==> src/rtl/rstseq_pkg.sv <==
// Shared types and helpers for the reset sequencer: FSM states, reset-cause
// codes, counter sizing and the cause priority ranking.
package rstseq_pkg;

    typedef enum logic [1:0] {
        ST_ASSERT  = 2'd0,
        ST_HOLD    = 2'd1,
        ST_RELEASE = 2'd2,
        ST_RUN     = 2'd3
    } state_e;

    typedef enum logic [1:0] {
        CAUSE_POR = 2'b00,
        CAUSE_EXT = 2'b01,
        CAUSE_SW  = 2'b10,
        CAUSE_WDT = 2'b11
    } cause_e;

    // Bits needed to hold the largest of three terminal counts.
    function automatic int cnt_width(input int a, input int b, input int c);
        int m;
        m = a;
        if (b > m) m = b;
        if (c > m) m = c;
        return $clog2(m + 1);
    endfunction

    // Higher value wins: POR > WDT > EXT > SW.
    function automatic logic [1:0] cause_prio(input cause_e c);
        logic [1:0] p;
        case (c)
            CAUSE_POR: p = 2'd3;
            CAUSE_WDT: p = 2'd2;
            CAUSE_EXT: p = 2'd1;
            default:   p = 2'd0;
        endcase
        return p;
    endfunction

endpackage

==> src/rtl/rstseq_debounce.sv <==
// Synchroniser plus saturating debounce counter for an asynchronous level input.
// Request rises after DEBOUNCE consecutive synchronised-high edges, drops at once.
module rst_debounce
    import rstseq_pkg::*;
#(
    parameter int SYNC_STAGES = 2,
    parameter int DEBOUNCE    = 8,
    parameter int CW          = cnt_width(1, 1, DEBOUNCE)
) (
    input  logic clk_i,
    input  logic rst_i,
    input  logic async_i,
    output logic req_o
);

    logic [SYNC_STAGES-1:0] sync_q, sync_d;
    logic [CW-1:0]          cnt_q, cnt_d;
    logic                   req_q, req_d;
    logic                   level;

    assign level = sync_q[SYNC_STAGES-1];

    always_comb begin
        sync_d = {sync_q[SYNC_STAGES-2:0], async_i};
        cnt_d  = cnt_q;
        req_d  = req_q;
        if (!level) begin
            cnt_d = '0;
            req_d = 1'b0;
        end else if (cnt_q != CW'(DEBOUNCE)) begin
            cnt_d = cnt_q + CW'(1);
            req_d = (cnt_q == CW'(DEBOUNCE - 1));
        end else begin
            req_d = 1'b1;
        end
    end

    always_ff @(posedge clk_i) begin
        if (rst_i) begin
            sync_q <= '0;
            cnt_q  <= '0;
            req_q  <= 1'b0;
        end else begin
            sync_q <= sync_d;
            cnt_q  <= cnt_d;
            req_q  <= req_d;
        end
    end

    assign req_o = req_q;

endmodule

==> src/rtl/rstseq.sv <==
// Reset sequencer: asserts NCH reset channels together on any request, then
// releases them in ascending order after HOLD cycles, GAP cycles apart.
module rstseq
    import rstseq_pkg::*;
#(
    parameter int NCH         = 3,
    parameter int HOLD        = 16,
    parameter int GAP         = 4,
    parameter int DEBOUNCE    = 8,
    parameter int SYNC_STAGES = 2
) (
    input  logic           CLK_I,
    input  logic           RESET_I,
    input  logic           EXT_RST_I,
    input  logic           SW_RST_I,
    input  logic           WDT_RST_I,
    output logic [NCH-1:0] RESET_O,
    output logic [NCH-1:0] RESET_N_O,
    output logic           READY_O,
    output logic [1:0]     CAUSE_O
);

    localparam int CW  = cnt_width(HOLD, GAP, DEBOUNCE);
    localparam int CHW = (NCH > 1) ? $clog2(NCH) : 1;

    state_e         state_q, state_d;
    logic [CW-1:0]  cnt_q, cnt_d;
    logic [CHW-1:0] chan_q, chan_d;
    logic [NCH-1:0] rst_q, rst_d;
    logic [NCH-1:0] rst_n_q, rst_n_d;
    logic           ready_q, ready_d;
    cause_e         cause_q, cause_d;

    logic           ext_req;
    logic           req;
    logic           release0;
    cause_e         top_cause;

    rst_debounce #(
        .SYNC_STAGES (SYNC_STAGES),
        .DEBOUNCE    (DEBOUNCE),
        .CW          (CW)
    ) u_ext_db (
        .clk_i   (CLK_I),
        .rst_i   (RESET_I),
        .async_i (EXT_RST_I),
        .req_o   (ext_req)
    );

    assign req = RESET_I | WDT_RST_I | ext_req | SW_RST_I;

    always_comb begin
        top_cause = CAUSE_SW;
        if (WDT_RST_I)    top_cause = CAUSE_WDT;
        else if (ext_req) top_cause = CAUSE_EXT;
    end

    always_comb begin
        state_d  = state_q;
        cnt_d    = cnt_q;
        chan_d   = chan_q;
        rst_d    = rst_q;
        ready_d  = ready_q;
        cause_d  = cause_q;
        release0 = 1'b0;

        if (req) begin
            state_d = ST_ASSERT;
            cnt_d   = '0;
            chan_d  = '0;
            rst_d   = '1;
            ready_d = 1'b0;
            if (RESET_I)
                cause_d = CAUSE_POR;
            else if (state_q != ST_ASSERT ||
                     cause_prio(top_cause) > cause_prio(cause_q))
                cause_d = top_cause;
        end else begin
            case (state_q)
                ST_ASSERT: begin
                    if (HOLD == 1) begin
                        release0 = 1'b1;
                    end else begin
                        state_d = ST_HOLD;
                        cnt_d   = CW'(1);
                    end
                end
                ST_HOLD: begin
                    if (cnt_q == CW'(HOLD - 1)) release0 = 1'b1;
                    else                        cnt_d    = cnt_q + CW'(1);
                end
                ST_RELEASE: begin
                    if (cnt_q == CW'(GAP)) begin
                        rst_d[chan_q] = 1'b0;
                        cnt_d         = CW'(1);
                        if (chan_q == CHW'(NCH - 1)) begin
                            state_d = ST_RUN;
                            ready_d = 1'b1;
                        end else begin
                            chan_d = chan_q + CHW'(1);
                        end
                    end else begin
                        cnt_d = cnt_q + CW'(1);
                    end
                end
                ST_RUN:  state_d = ST_RUN;
                default: state_d = ST_ASSERT;
            endcase

            // Channel 0 leaves reset; with one channel that also ends the sequence.
            if (release0) begin
                rst_d[0] = 1'b0;
                cnt_d    = CW'(1);
                if (NCH == 1) begin
                    state_d = ST_RUN;
                    ready_d = 1'b1;
                end else begin
                    state_d = ST_RELEASE;
                    chan_d  = CHW'(1);
                end
            end
        end

        rst_n_d = ~rst_d;
    end

    always_ff @(posedge CLK_I) begin
        if (RESET_I) begin
            state_q <= ST_ASSERT;
            cnt_q   <= '0;
            chan_q  <= '0;
            rst_q   <= '1;
            rst_n_q <= '0;
            ready_q <= 1'b0;
            cause_q <= CAUSE_POR;
        end else begin
            state_q <= state_d;
            cnt_q   <= cnt_d;
            chan_q  <= chan_d;
            rst_q   <= rst_d;
            rst_n_q <= rst_n_d;
            ready_q <= ready_d;
            cause_q <= cause_d;
        end
    end

    assign RESET_O   = rst_q;
    assign RESET_N_O = rst_n_q;
    assign READY_O   = ready_q;
    assign CAUSE_O   = cause_q;

endmodule

==> config.mk <==
export PLATFORM = sky130hd
export DESIGN_NAME = rstseq
export DESIGN_NICKNAME = d
export VERILOG_FILES = /design/src/rtl/rstseq_pkg.sv /design/src/rtl/rstseq_debounce.sv /design/src/rtl/rstseq.sv
export SDC_FILE = /design/constraint.sdc
export NUM_CORES = 1
export LEC_CHECK = 0
export BUFFER_PORTS_ARGS = -buffer_cell sky130_fd_sc_hd__buf_2
export CORE_MARGIN = 5
export CORE_UTILIZATION = 57
export DETAILED_ROUTE_END_ITERATION = 10
export PLACE_DENSITY = 0.77
export SLEW_MARGIN = 0
export SYNTH_ARGS = -nofsm -noshare
export SYNTH_HDL_FRONTEND = slang
export SYNTH_HIERARCHICAL = 1
export SYNTH_SLANG_ARGS = --single-unit
export TNS_END_PERCENT = 10
==> constraint.sdc <==
create_clock -name CLK_I -period 2.43 [get_ports CLK_I]
set_input_delay 0.243 -clock CLK_I [delete_from_list [all_inputs] [get_ports CLK_I]]
set_output_delay 0.243 -clock CLK_I [all_outputs]
set_load 0.02 [all_outputs]
==> impl_metrics.yaml, run 1 <==
clock_tree:
  root_buffer: "clkbuf_4"
  cts_buffers: 3
  cts_tree: "done"
  clock_latency_ps: 320
  cts_setup_buffers: 0
  ctsHoldBuffers: 0
  cts.sinks: 26
  cts_resized: 0
  htree_levels: 1
  clk_pin_slew_worst_paths_ps: 130
  clk_path_buf_depth: 2
route:
  vias: 1087
  drc_errors: 0
  first_pass_iters: 4
  dr_wl_met3_um: 132
  drt_wl_total_mm: 2.51
  highest_layer: "met4"
  drtIter0Drc: 21
  wl_met1_mm: 1.21
  vias_per_cell: 5.63
  wl_per_cell_um: 13.0
  met2_wirelength_mm: 1.11
  drtAntennaViolNets: 0
worst_setup_path:
  endpoint_kind: "register"
  cp_data_arrival_time_ps: 2210
  crit_path_start_kind: "register"
  required_ps: 2670
  path_class: "reg -> reg"
  worstPathMaxFanout: 7
timing:
  slew_headroom_pct: 75.3
  final.setup.tns_ps: 0
  worst_clock_skew_ps: 7.06
  clock.fmax_ghz: 0.508
  fin_crit_ps: 1970
  timing.final.crit_share_pct: 81.0
  fin_ws_ps: 461
  hold_viol: 0
  rsz0062_at_grt: "no"
  setup_viol_count_final: 0
  worst_pin_slew_ps: 367
  holdWs_ps: 119
  slew_violations: 0
floorplanning:
  fp.dieW_um: 59.5
  ioPinCount: 14
  die_h_um: 59.5
  start_util_pct: 57.8
  rows: 18
  core_region_area_um2: 2410
  die_area_um2: 3530
min_path:
  worstHoldPathType: "in -> reg"
layout:
  stdcell_count: 193
  nets: 188
  syn2layout_area_growth_pct: 8.08
  seqCellArea_um2: 520
  multi_input_area_um2: 812
  drive_gt1_share_pct: 14.1
  final_cell_area_um2: 1510
  layout.core_utilization_pct: 62.5
  n_fill_cell: 201
  num_antenna_cells: 0
synthesis:
  yosys_warnings: 6
  yosys.area.top_type_share_pct: 37.3
  synth_edf_count: 0
  synth_area_leaders: "dfxtp_1 37%, ha_1 16%, mux2i_1 4.3%"
  syn_nets: 173
  avgSynthCellArea_um2: 9.29
  syn-cell-area_um2: 1390
  ys_seq_area_share_pct: 37.3
  synth.distinct_cells: 40
  ys_ff_latch: 26
  netlist_instances: 150
  synth-main-ff-cell: "dfxtp_1"
  postSynth.asyncResetShare_pct: 0
  synth_area_leader_cell: "dfxtp_1"
global_route:
  globalRouteOverflowTotal: 0
  track_usage_pct: 16.0
  grt_pass1_vias: 1051
  antenna_found_initial: 0
  grt_max_degree: 18
  grt_pass1_wl_mm: 4.28
placed_design:
  place_inst: 190
  gp_congestion: 0.826
  dpl_cell_area_um2: 1480
  place_hpwl_mm: 1.90
  place_ws_ps: 509
  portBuffers: 13
power_and_ir_drop:
  cellPowerDensity_nw_per_um2: 561
  vdd_drop_max_v: 0.000396
  p_total_mw: 0.845
  power_leakage_nw: 0.598
job:
  drv_cap: 0
status:
  status: "finished, final reports clean"
==> cell families after synthesis <==
logic type | share of synthesized area, %
fa+ha+maj | 16.2
compound gates | 12.2
simple gates | 24.3
mux | 4.31
xor+xnor | 1.26
buf+inv | 4.40
flops | 37.3
==> cell usage after synthesis, drive strengths merged (3+ instances only) <==
master  number
a21oi        8
dfxtp       26
ha          18
inv         13
mux2i        6
nand2       14
nand2b       5
nand3        4
nand3b       6
nor2         9
o21ai        4
or3b         3
==> state kept, by name (all words and copies together), names as in the netlist <==
signal	flops
u_ext_db/req_o	1
cnt_q	5
RESET_N_O	3
chan_q	2
RESET_O	3
u_ext_db/sync_q	2
CAUSE_O	2
state_q	2
u_ext_db/cnt_q	5
READY_O	1
==> path summary, 6_finish.rpt <==
path / from / to / slack [ps] / cells past startpoint
max reg2reg: cnt_q[0] / cnt_q[4] / 460 / 7
min reg2reg: u_ext_db/sync_q[0] / u_ext_db/sync_q[1] / 450 / 1
max: cnt_q[0] / cnt_q[4] / 460 / 7
min: EXT_RST_I / u_ext_db/sync_q[0] / 120 / 2
==> layout by cell type (no fill, tap or decap), types with 2 or more instances in the layout <==
master	netlist	final
nor2b_1	2	2
a21oi_1	7	7
nand2_1	14	14
nand3_1	4	4
or3b_1	3	3
dfxtp_1	26	26
nand2b_1	5	5
inv_1	13	13
xnor2_1	2	2
o21ai_1	2	2
o21ai_0	2	2
a21o_1	2	2
and4bb_2	2	2
a21boi_0	2	2
o31ai_1	2	2
buf_2	1	13
clkbuf_4	0	3
nor2_1	9	9
nand3b_1	6	6
mux2i_1	6	6
ha_1	18	18
nand4_1	2	2
==> power breakdown <==
| part | internal [mW] | switching [mW] |
|---|---|---|
| clock network | 0.0582 | 0.121 |
| logic | 0.0896 | 0.117 |
| registers | 0.444 | 0.0153 |
| total | 0.592 | 0.253 |
==> layer usage <==
layer	global-route usage [%]	vias to the layer above
met3	2.61	5
met2	26.5	28
li1	-	548
met5	0	-
met4	9.71	0
met1	19.3	506
==> worst max-delay path: stages, from the launching register on <==
cell      delay, ps
dfxtp_1         360
ha_1            210
and3_1          180
ha_1            200
nand2_1         210
a21boi_0        370
nand2_1         170
o31ai_1         200
==> area by class of cell <==
class / instances / area share, %
Multi-Input combinational cell: 108 / 53.9
Sequential cell: 26 / 34.6
Timing Repair Buffer: 13 / 4.32
Inverter: 13 / 3.24
Tap cell: 30 / 2.49
Clock buffer: 3 / 1.50
(Power assumes the default switching activity.)
==> run 2, diff against run 1 <==
==> constraint.sdc (replaced) <==
create_clock -name CLK_I -period 2.05 [get_ports CLK_I]
set_input_delay 0.205 -clock CLK_I [delete_from_list [all_inputs] [get_ports CLK_I]]
set_output_delay 0.205 -clock CLK_I [all_outputs]
set_load 0.02 [all_outputs]
==> run 2 against run 1 <==
Effect of this change: clock skew fell by 1.8 ps; first-iteration DRC count did not move; core utilization did not move; sequential share of layout area did not move; clock power rose by 19%.
==> impl_metrics.yaml, run 2 (synthesis results as in run 1) <==
layout:
  multi_input_area_um2: 812
  drive_gt1_share_pct: 14.1
  layout_common_cells: "26 x dfxtp_1, 18 x ha_1, 14 x nand2_1"
  num_antenna_cells: 0
  seqCellArea_um2: 520
  layout.core_utilization_pct: 62.5
  mostFrequentLayoutCell: "dfxtp_1"
  n_fill_cell: 201
  final_cell_area_um2: 1510
  nets: 188
  syn2layout_area_growth_pct: 8.08
  reg_top3: "cnt_q x5, u_ext_db/cnt_q x5"
worst_setup_path:
  crit_path_start_kind: "register"
  path_class: "reg -> reg"
  cp_top_family: "compound AO/OA/AOI/OAI gates"
  cp_slowest_cell: "dfxtp_1"
  worstPathMaxFanout: 7
  r2r_setup_slack_ps: 170
  crit_buf_inv: 0
  required_ps: 2270
  cp_common_cell: "ha_1"
  max_stage_delay_ps: 360
  endpoint_kind: "register"
  path_cells: "ha_1, and3_1, ha_1, nand2_1, a21boi_1, a21boi_0, o22ai_1"
  cp_data_arrival_time_ps: 2110
clock_tree:
  htree_levels: 1
  clock_latency_ps: 320
  clk_pin_slew_worst_paths_ps: 130
  clk_path_buf_depth: 2
  root_buffer: "clkbuf_4"
  cts_setup_buffers: 0
  ctsHoldBuffers: 0
  cts_tree: "done"
  cts.sinks: 26
  cts_buffers: 3
global_route:
  grt_pass1_vias: 1051
  track_usage_pct: 16.0
  antenna_found_initial: 0
  grt_pass1_wl_mm: 4.28
  globalRouteOverflowTotal: 0
  grt_max_degree: 18
placed_design:
  dpl_cell_area_um2: 1480
  gp_congestion: 0.826
  place_hpwl_mm: 1.90
  portBuffers: 13
route:
  drtAntennaViolNets: 0
  drtIter0Drc: 21
  vias_per_cell: 5.62
  drc_errors: 0
  drt_wl_total_mm: 2.50
  vias: 1085
  first_pass_iters: 4
  wl_per_cell_um: 13.0
timing:
  worst_pin_slew_ps: 364
  slew_headroom_pct: 75.5
  clock.fmax_ghz: 0.531
  final.setup.tns_ps: 0
  fin_crit_ps: 1880
  setup_viol_count_final: 0
  worst_clock_skew_ps: 5.26
  rsz0062_at_grt: "no"
  hold_viol: 0
  timing.final.crit_share_pct: 91.9
  slew_violations: 0
power_and_ir_drop:
  power_leakage_nw: 0.598
  p_total_mw: 1.00
  cellPowerDensity_nw_per_um2: 666
  vdd_drop_max_v: 0.000470
job:
  drv_cap: 0
floorplanning:
  die_h_um: 59.5
  start_util_pct: 57.8
  ioPinCount: 14
  core_region_area_um2: 2410
  rows: 18
  fp.dieW_um: 59.5
  die_area_um2: 3530
min_path:
  worstHoldPathType: "in -> reg"
status:
  status: "finished, final reports clean"
## run 2: cell types whose count changed in the layout (fill, tap and decap cells not counted)
cell,change
a21boi_0,-1
a21boi_1,+1
## run 2: power by group
| group | internal [mW] | total (mW) | switching [mW] |
|---|---|---|---|
| registers | 0.527 | 0.545 | 0.0180 |
| clock network | 0.0690 | 0.213 | 0.144 |
| logic | 0.106 | 0.245 | 0.139 |
## run 2: worst paths after layout
kind,from,endpoint,cells after the start
setup reg to reg,cnt_q[0],cnt_q[2],7
setup / recovery,cnt_q[0],cnt_q[2],7
hold / removal,EXT_RST_I,u_ext_db/sync_q[0],2
hold reg to reg,u_ext_db/sync_q[0],u_ext_db/sync_q[1],1
## run 2: what timing repair did
item / 4_1_cts / 5_1_grt
endpoints found under the setup margin: 0 / 3
hold endpoints to repair: 0 / 0
resized for setup: 0 / 1
## run 2: final cells by class
| cell class | instances | share of cell area [%] |
|---|---|---|
| repair buffers | 13 | 4.32 |
| flip-flops and latches | 26 | 34.6 |
| well taps | 30 | 2.49 |
| inverters | 13 | 3.24 |
| clock buffers | 3 | 1.50 |
| multi-input cells | 108 | 53.9 |
## run 2: routing by layer
metal  GRT usage [%]  part of all wire (%)  up-vias
li1                -                     -      549
met5               0                     0        -
met4            9.71                   2.3        0
met2            26.5                    45       24
met3            2.61                   4.6        5
met1            19.3                    49      507
## run 2: metrics by stage
stage	hold WS [ps]	std cells	worst slack (ps)
2_1_floorplan	308	150	250
3_3_place_gp	417	190	250
3_5_place_dp	421	190	129
4_1_cts	71.9	193	108
5_1_grt	106	193	69.6
6_report	81.0	193	165
